===== config.mk =====
export PLATFORM = sky130hd
export DESIGN_NAME = lcd_bus_arbiter_flat
export DESIGN_NICKNAME = d
export VERILOG_FILES = /design/src/rtl/lcd_bus_arbiter_if.sv /design/src/rtl/lcd_bus_arbiter.sv /design/src/flat_wrapper.sv
export SDC_FILE = /design/constraint.sdc
export NUM_CORES = 1
export LEC_CHECK = 0
export ABC_AREA = 1
export BUFFER_PORTS_ARGS = -buffer_cell sky130_fd_sc_hd__buf_2
export CORE_MARGIN = 3
export CORE_UTILIZATION = 35
export DETAILED_ROUTE_END_ITERATION = 7
export HOLD_SLACK_MARGIN = 0.12
export PLACE_DENSITY = 0.58
export SYNTH_ARGS = -nofsm -noshare
export SYNTH_HDL_FRONTEND = slang
export SYNTH_SLANG_ARGS = --single-unit

===== constraint.sdc =====
create_clock -name clk -period 3.7 [get_ports clk]
set_clock_uncertainty 0.1 [all_clocks]
set_input_delay 0 -clock clk [delete_from_list [all_inputs] [get_ports clk]]
set_output_delay 0 -clock clk [all_outputs]
set_load 0.005 [all_outputs]

===== src/rtl/lcd_bus_arbiter_if.sv =====
// Bundle between the two LCD requesters, the arbiter and the LCD pins.
// master = arbiter side, slave = requester/LCD side.
interface lcd_bus_arbiter_if;
  logic       req0;
  logic       rs0;
  logic [7:0] data0;
  logic       lock0;
  logic       ack0;
  logic       req1;
  logic       rs1;
  logic [7:0] data1;
  logic       lock1;
  logic       ack1;
  logic       lcd_rs;
  logic       lcd_rw;
  logic       lcd_enable;
  logic [7:0] lcd_data;
  logic       busy;
  logic       grant_id;

  modport master (
    input  req0, rs0, data0, lock0,
    input  req1, rs1, data1, lock1,
    output ack0, ack1,
    output lcd_rs, lcd_rw, lcd_enable, lcd_data,
    output busy, grant_id
  );

  modport slave (
    output req0, rs0, data0, lock0,
    output req1, rs1, data1, lock1,
    input  ack0, ack1,
    input  lcd_rs, lcd_rw, lcd_enable, lcd_data,
    input  busy, grant_id
  );
endinterface


===== src/rtl/lcd_bus_arbiter.sv =====
// Two-requester HD44780 bus arbiter with enable strobe timing.
// Optional owner locking between bytes: define ARB_LOCK_EN.
module lcd_bus_arbiter #(
  parameter int SETUP_CYC     = 2,
  parameter int EN_CYC        = 4,
  parameter int HOLD_CYC      = 2,
  parameter int CMD_WAIT_CYC  = 10,
  parameter int LONG_WAIT_CYC = 50
) (
  input logic               clk,
  input logic               reset,
  lcd_bus_arbiter_if.master bus
);
  localparam int M0 = (SETUP_CYC > EN_CYC) ? SETUP_CYC : EN_CYC;
  localparam int M1 = (M0 > HOLD_CYC) ? M0 : HOLD_CYC;
  localparam int M2 = (M1 > CMD_WAIT_CYC) ? M1 : CMD_WAIT_CYC;
  localparam int MX = (M2 > LONG_WAIT_CYC) ? M2 : LONG_WAIT_CYC;
  localparam int CW = $clog2(MX + 1);

  typedef enum logic [2:0] {
    IDLE, SETUP, PULSE, HOLD, WAIT
  } state_t;

  state_t        state, state_n;
  logic [CW-1:0] cnt, cnt_n;
  logic          rs_q, rs_n;
  logic [7:0]    data_q, data_n;
  logic          gid_q, gid_n;
  logic          last_q, last_n;
  logic          ack0_q, ack0_n;
  logic          ack1_q, ack1_n;
  logic          own_v, own_v_n;
  logic          own_id, own_id_n;
  logic          keep;
  logic          lock_w;
  logic          elig0, elig1;
  logic          win1;
  logic          long_cmd;

`ifdef ARB_LOCK_EN
  assign keep   = own_v & (own_id ? bus.lock1 : bus.lock0);
  assign lock_w = win1 ? bus.lock1 : bus.lock0;
`else
  logic unused_lock;
  assign unused_lock = bus.lock0 ^ bus.lock1 ^ own_v ^ own_id;
  assign keep        = 1'b0;
  assign lock_w      = 1'b0;
`endif

  // A held lock shuts out the non-owner even when the owner is silent
  assign elig0 = bus.req0 & ~(keep & own_id);
  assign elig1 = bus.req1 & ~(keep & ~own_id);
  assign win1  = elig1 & (~elig0 | ~last_q);

  assign long_cmd = ~rs_q & ((data_q == 8'h01) | (data_q == 8'h02));

  always_comb begin
    state_n  = state;
    cnt_n    = cnt;
    rs_n     = rs_q;
    data_n   = data_q;
    gid_n    = gid_q;
    last_n   = last_q;
    ack0_n   = 1'b0;
    ack1_n   = 1'b0;
    own_v_n  = own_v;
    own_id_n = own_id;
    unique case (state)
      IDLE: begin
        own_v_n = keep;
        if (elig0 | elig1) begin
          state_n  = SETUP;
          cnt_n    = CW'(SETUP_CYC - 1);
          rs_n     = win1 ? bus.rs1 : bus.rs0;
          data_n   = win1 ? bus.data1 : bus.data0;
          gid_n    = win1;
          last_n   = win1;
          ack0_n   = ~win1;
          ack1_n   = win1;
          own_v_n  = lock_w;
          own_id_n = win1;
        end
      end
      SETUP: begin
        if (cnt == '0) begin
          state_n = PULSE;
          cnt_n   = CW'(EN_CYC - 1);
        end else begin
          cnt_n = cnt - 1'b1;
        end
      end
      PULSE: begin
        if (cnt == '0) begin
          state_n = HOLD;
          cnt_n   = CW'(HOLD_CYC - 1);
        end else begin
          cnt_n = cnt - 1'b1;
        end
      end
      HOLD: begin
        if (cnt == '0) begin
          state_n = WAIT;
          cnt_n   = long_cmd ? CW'(LONG_WAIT_CYC - 1)
                             : CW'(CMD_WAIT_CYC - 1);
        end else begin
          cnt_n = cnt - 1'b1;
        end
      end
      WAIT: begin
        if (cnt == '0) begin
          state_n = IDLE;
        end else begin
          cnt_n = cnt - 1'b1;
        end
      end
      default: state_n = IDLE;
    endcase
  end

  always_ff @(posedge clk) begin
    if (reset) begin
      state  <= IDLE;
      cnt    <= '0;
      rs_q   <= 1'b0;
      data_q <= 8'h00;
      gid_q  <= 1'b0;
      last_q <= 1'b1;
      ack0_q <= 1'b0;
      ack1_q <= 1'b0;
      own_v  <= 1'b0;
      own_id <= 1'b0;
    end else begin
      state  <= state_n;
      cnt    <= cnt_n;
      rs_q   <= rs_n;
      data_q <= data_n;
      gid_q  <= gid_n;
      last_q <= last_n;
      ack0_q <= ack0_n;
      ack1_q <= ack1_n;
      own_v  <= own_v_n;
      own_id <= own_id_n;
    end
  end

  assign bus.ack0       = ack0_q;
  assign bus.ack1       = ack1_q;
  assign bus.lcd_rs     = rs_q;
  assign bus.lcd_rw     = 1'b0;
  assign bus.lcd_enable = (state == PULSE);
  assign bus.lcd_data   = data_q;
  assign bus.busy       = (state != IDLE);
  assign bus.grant_id   = gid_q;
endmodule


===== src/flat_wrapper.sv =====
// flat-port wrapper written by rule: the top's interface ports become plain ports
module lcd_bus_arbiter_flat 
#(
  parameter int SETUP_CYC     = 2,
  parameter int EN_CYC        = 4,
  parameter int HOLD_CYC      = 2,
  parameter int CMD_WAIT_CYC  = 10,
  parameter int LONG_WAIT_CYC = 50
)
  (clk, reset, bus_req0, bus_rs0, bus_data0, bus_lock0, bus_req1, bus_rs1, bus_data1, bus_lock1, bus_ack0, bus_ack1, bus_lcd_rs, bus_lcd_rw, bus_lcd_enable, bus_lcd_data, bus_busy, bus_grant_id);
  lcd_bus_arbiter_if bus_i ();
  input logic clk;
  input logic reset;
  input wire logic [$bits(bus_i.req0)-1:0] bus_req0;
  input wire logic [$bits(bus_i.rs0)-1:0] bus_rs0;
  input wire logic [$bits(bus_i.data0)-1:0] bus_data0;
  input wire logic [$bits(bus_i.lock0)-1:0] bus_lock0;
  input wire logic [$bits(bus_i.req1)-1:0] bus_req1;
  input wire logic [$bits(bus_i.rs1)-1:0] bus_rs1;
  input wire logic [$bits(bus_i.data1)-1:0] bus_data1;
  input wire logic [$bits(bus_i.lock1)-1:0] bus_lock1;
  output wire logic [$bits(bus_i.ack0)-1:0] bus_ack0;
  output wire logic [$bits(bus_i.ack1)-1:0] bus_ack1;
  output wire logic [$bits(bus_i.lcd_rs)-1:0] bus_lcd_rs;
  output wire logic [$bits(bus_i.lcd_rw)-1:0] bus_lcd_rw;
  output wire logic [$bits(bus_i.lcd_enable)-1:0] bus_lcd_enable;
  output wire logic [$bits(bus_i.lcd_data)-1:0] bus_lcd_data;
  output wire logic [$bits(bus_i.busy)-1:0] bus_busy;
  output wire logic [$bits(bus_i.grant_id)-1:0] bus_grant_id;
  assign bus_i.req0 = bus_req0;
  assign bus_i.rs0 = bus_rs0;
  assign bus_i.data0 = bus_data0;
  assign bus_i.lock0 = bus_lock0;
  assign bus_i.req1 = bus_req1;
  assign bus_i.rs1 = bus_rs1;
  assign bus_i.data1 = bus_data1;
  assign bus_i.lock1 = bus_lock1;
  assign bus_ack0 = bus_i.ack0;
  assign bus_ack1 = bus_i.ack1;
  assign bus_lcd_rs = bus_i.lcd_rs;
  assign bus_lcd_rw = bus_i.lcd_rw;
  assign bus_lcd_enable = bus_i.lcd_enable;
  assign bus_lcd_data = bus_i.lcd_data;
  assign bus_busy = bus_i.busy;
  assign bus_grant_id = bus_i.grant_id;
  lcd_bus_arbiter #(.SETUP_CYC(SETUP_CYC), .EN_CYC(EN_CYC), .HOLD_CYC(HOLD_CYC), .CMD_WAIT_CYC(CMD_WAIT_CYC), .LONG_WAIT_CYC(LONG_WAIT_CYC)) u_core (.clk(clk), .reset(reset), .bus(bus_i));
endmodule

Word-level counts from Yosys, hierarchy flattened
Index checks and enable logic that the tools add are counted.
Word-level totals
  register bits after elaboration: 22
  bits in latches: 0
  bits in writable memories: 0
  memory bits (read-only): 0
  bits of input ports: 24
  output and inout port bits: 15
  word-level logic and storage cells: 55
  memories kept: 0
Operators by class
  $add $sub $neg: 1
  multipliers: 0
  div/mod/pow operators: 0
  order comparisons: 0
  equality and inequality tests: 12
  shifts and indexed selects: 0
  mux-type cells: 15
  bitwise gates (word level): 11
  reduce and logical (&&, ||, !) cells: 8
Operators with widths (count)
  6-bit two-way mux: 6
  6-bit case mux with 5 select lines: 1
  3-bit two-way mux: 5
  3-bit case mux with 5 select lines: 1
  2-bit by 1-bit inequality test with 1-bit output (second input constant): 5
  8-bit by 1-bit == test with 1-bit output (second input constant): 1
  8-bit by 2-bit == test with 1-bit output (second input constant): 1
  8-bit two-way mux: 1
  3-bit by 2-bit == test with 1-bit output (second input constant): 2
  6-bit zero test: 1
  1-bit NOT: 6
  6-bit by 1-bit subtractor with 6-bit output (second input constant): 1
  5-bit AND reduction: 1
  5-bit nonzero test: 1
  3-bit by 1-bit == test with 1-bit output (second input constant): 1
  3-bit == test (second input constant): 1
  3-bit zero test: 1
  1-bit bitwise OR: 3
  3-bit AND reduction: 1
  3-bit nonzero test: 1
  3-bit OR reduction: 1
  1-bit bitwise AND: 2
  2-bit inequality test (second input constant): 1
  2-bit AND reduction: 1
  1-bit two-way mux: 1

Depth between registers and ports, before layout
  depth after elaboration: 6
  depth in mapped cells: 10
  depth with buffers taken out: 10

Least setup slack after synthesis
OpenSTA, ideal clock, no wires.
  path type: flip-flop to flip-flop
  start point: reg u_core.cnt[0]
  end point: reg u_core.cnt[3]
  library setup time: 0.133 ns
  arrival: 1.196 ns
  data required time: 3.467 ns
  path slack: 2.271 ns
  stages on the path, launching flop included: 10
  period minus slack after synthesis: 1.429 ns
  cells stage by stage: dfxtp_1 > inv_1 > ha_1 > nand2_1 > nor2_1 > nand2_1 > nand3_1 > nand2_1 > nand2_1 > a21oi_1
Between the ends
  cells in the longest elaborated chain, start to end: 3
  elaborated cells between the ends (all ways): 9
  classes of those cells: add/sub: 1; eq/ne: 1; mux: 5; reduce/logical: 2
Ends and longest elaborated chain
  from (decl): line lcd_bus_arbiter.sv:25  | logic [CW-1:0] cnt, cnt_n;
  from (signal assigned): line lcd_bus_arbiter.sv:134  | cnt <= cnt_n;
  6-bit by 1-bit subtractor with 6-bit output / 6-bit zero test (equally long branches)
  6-bit two-way mux, or another cell as far along: line lcd_bus_arbiter.sv:110  | if (cnt == '0) begin
  6-bit case mux with 5 select lines / 3-bit AND reduction (equally long branches)
Several ways; a longest one is shown, not always the timed one. The select of a mux whose other input is x is not followed.
A chain may end at the register's enable or synchronous reset.

Worst setup path after layout
  start point: reg u_core.state[0]
  end point: reg u_core.rs_q (netlist: u_core.bus.lcd_rs)
Between the ends
  cells in the longest elaborated chain, start to end: 2
Ends and longest elaborated chain
  from (decl): line lcd_bus_arbiter.sv:24  | state_t state, state_n;
  from (signal assigned): line lcd_bus_arbiter.sv:133  | state <= state_n;
  3-bit zero test: line lcd_bus_arbiter.sv:68  | unique case (state)
  2-bit AND reduction (no line)
  to (signal assigned): line lcd_bus_arbiter.sv:135  | rs_q <= rs_n;
  to (decl): line lcd_bus_arbiter.sv:26  | logic rs_q, rs_n;
Every way passes these cells.

==> results.md <==
- Final setup violating endpoints: 0
- Min Tclk post-route: 2.286 ns
- DRC: 0
- TritonRoute pass-1 iters: 4
- R2r setup slk: 1.41 ns
- Min-delay worst type: in -> reg
- Rows: 20
- Slew Limit Fails: 0
- Clk_lat worst skew: 0.31 ns
- Postcts setup bufs: 0
- Adder-Cell Fraction of Synth Area: 0.02114
- Area growth from synthesis to layout: 38.90%
- ANT cells: 0
- DP Area: 0.001388 sq mm
- Compound-Gate Fraction of Synth Area: 0.1195
- Simple-gate share of the synthesized area: 0.3953
- RSZ-0062 raised after global routing: no
- Top_reg_cell synth: dfxtp_1
- Fin. Hold Viols: 0
- CTS tree: done
- Cell family with most CP delay: simple AND/OR/NAND/NOR gates
- Iter 0 DRT Violations: 75
- Slowest-stage cell, CP: dlygate4sd3_1
- Yosys warns: 0
- Initial antenna violation count: 0
- Xor/xnor share of the synthesized area: 0
- Rel. slew slack: 0.5362
- Total power divided by cell area: 752.5 mW/mm^2
- Async set-or-reset flop fraction in the synthesized netlist: 0
- Max IR drop VDD: 0.3081 mV
- Post-Syn Instances: 184
- Cell area after layout: 0.001644 sq mm
- CP arrival: 2.44 ns
- Worst Path Buf+Inv: 2
- Total congestion overflow: 0
- Cell depth of the worst flop-to-flop path: 8
- Fin crit share: 0.6177
- Post-Syn Area: 0.001184 sq mm
- CP startpoint kind: flop
- Layout Nets: 268
- Seq cells post-synth: 22
- Leakage: 0.8521 nW
- Number of synthesized flops with an enable pin: 0
- CTS root buf: clkbuf_4
- Max Cap Viol: 0
- Yosys cell types: 21
- Core Area: 0.003128 sq mm
- Peak fanout along the critical path: 11
- Largest family of logic cells by synthesized area: simple AND/OR/NAND/NOR gates
- Total CTS buffers: 3
- CTS Buffer Depth: 2
- Kind of critical path: reg -> reg
- Chip Width: 64.16 um
- Critical Path RT: 3.86 ns
- CTS clk-pin slew, worst paths: 0.13 ns
- CTS Sinks: 22
- Overall Global Routing Usage: 0.1566
- Max incr delay on CP: 0.57 ns
- Post-Route WL: 2966 um
- Multiplexer area fraction after synthesis: 0
- Final worst slack: 1.414 ns
- Setup slack at placement: 1.957 ns
- Syn_area_per_cell: 6.433 sq um
- H-Tree Depth: 1
- RD Place Congestion: 0.7813
- Top-Level Pins: 39
- Setup TNS: 0 ns
- Initial Util: 0.3784
- Filler cells: 334
- Critical Path Sink Type: flop
- Register area share after synthesis: 0.3721
- Post-DP HPWL: 2129 um
- CP Depth: 8
- Share of post-route cells with drive strength above 1: 0.1992
- Number of global-route vias before repair: 1269
- Post-cts resize count: 0
- Worst-Margin Slew: 0.6919 ns
- Worst Hold Depth: 4
- Pin count of the biggest net entering global routing: 13
- Outcome: finished clean
- Post-route ant nets: 0
- Drt wl/cell: 10.41 um
- First-pass GRT wire length: 5209 um
- PortBufs: 35
- Hold bufs inserted after CTS: 22
- Die Y: 64.16 um
- Worst-path cell chain: nor2_2 -> nand2_2 -> inv_2 -> o21ai_2 -> nor3_2 -> nand2_1 -> o211ai_1 -> dlygate4sd3_1
- Vias after detailed routing: 1287
- Die Area: 0.004116 sq mm
- Post-DR vias/cell: 4.516
- F_max: 0.4375 GHz
- Syn nets: 210
## power breakdown
group          internal (mW)  switching (mW)  leakage [nW]
clock network         0.0601          0.0754        0.0210
registers              0.313          0.0596         0.181
logic                  0.297           0.432         0.650
## synthesized netlist by cell type (2+ instances only)
cell,count,area [sq um]
a21oi_1,10,50.05
buf_4,3,22.52
dfxtp_1,22,440.4
ha_1,2,25.02
inv_1,20,75.07
nand2_1,76,285.3
nand2_2,3,18.77
nand3_1,11,55.05
nand3b_1,2,15.01
nor2_1,14,52.55
nor2_2,2,12.51
o211ai_1,8,60.06
o21ai_0,3,15.01
## cells in the final DEF (no fill, tap or decap), drive strengths merged, types with 2 or more instances in the layout
master       instances
nand3b               2
nand3               11
nand2               79
dfxtp               22
nor2                16
clkbuf               4
inv                 21
buf                 35
dlygate4sd3         22
o211ai               8
a21oi               10
o21ai                4
ha                   2
## state kept, by name, indices dropped and copies added, names as in the netlist
register,count
u_core.cnt,6
u_core.bus.ack0,1
u_core.bus.lcd_rs,1
u_core.bus.grant_id,1
u_core.bus.lcd_data,8
u_core.bus.ack1,1
u_core.state,3
u_core.last_q,1
## layer usage
layer,track usage,routed length [um],vias up
li1,-,-,689
met1,0.1946,1411,580
met2,0.2748,1453,16
met3,0.03866,85,2
met4,0.02902,15,0
met5,0,0,-
## tightest hold or removal path, cell delays in order
cell,delay (ns)
buf_2,0.07
nand2_1,0.04
nand3_1,0.07
dlygate4sd3_1,0.53
## metrics by stage
step,cells,hold WS (ns),util,power (mW)
floorplan,184,0.01322,-,0.8806
global placement,259,0.1102,0.4436,1.046
detailed placement,259,0.1264,0.4436,1.045
CTS,285,0.3295,0.5256,1.243
global route,285,0.3477,0.5256,1.377
finish,285,0.3354,0.5256,1.237
## cell families (layout without fill, tap and decap cells)
family	after synthesis	after routing
other	1	1
AND/OR/NAND/NOR	111	111
buffers and inverters	25	82
flip-flops	22	22
adder cells (fa/ha/maj)	2	2
AO/OA/AOI/OAI	23	23
## worst paths after layout
kind                                                       endpoint                             start
worst min-delay path            u_core.bus.lcd_data[7]$_SDFFE_PP0P_                      bus_data1[7]
worst max-delay path                 u_core.bus.lcd_rs$_SDFFE_PP0P_      u_core.state[0]$_SDFFE_PP0P_
worst min register to register     u_core.bus.grant_id$_SDFFE_PP0P_  u_core.bus.grant_id$_SDFFE_PP0P_
worst max register to register       u_core.bus.lcd_rs$_SDFFE_PP0P_      u_core.state[0]$_SDFFE_PP0P_
## layout make-up
class	count	area [sq um]	share of cell area
multi-input combinational	137	638.1	0.3881
sequential	22	440.4	0.2679
timing repair buffer	57	395.4	0.2405
inverter	21	78.83	0.04795
tap	44	55.05	0.03349
clock buffer	4	36.28	0.02207
No activity file was read; power rests on OpenSTA's default activity.
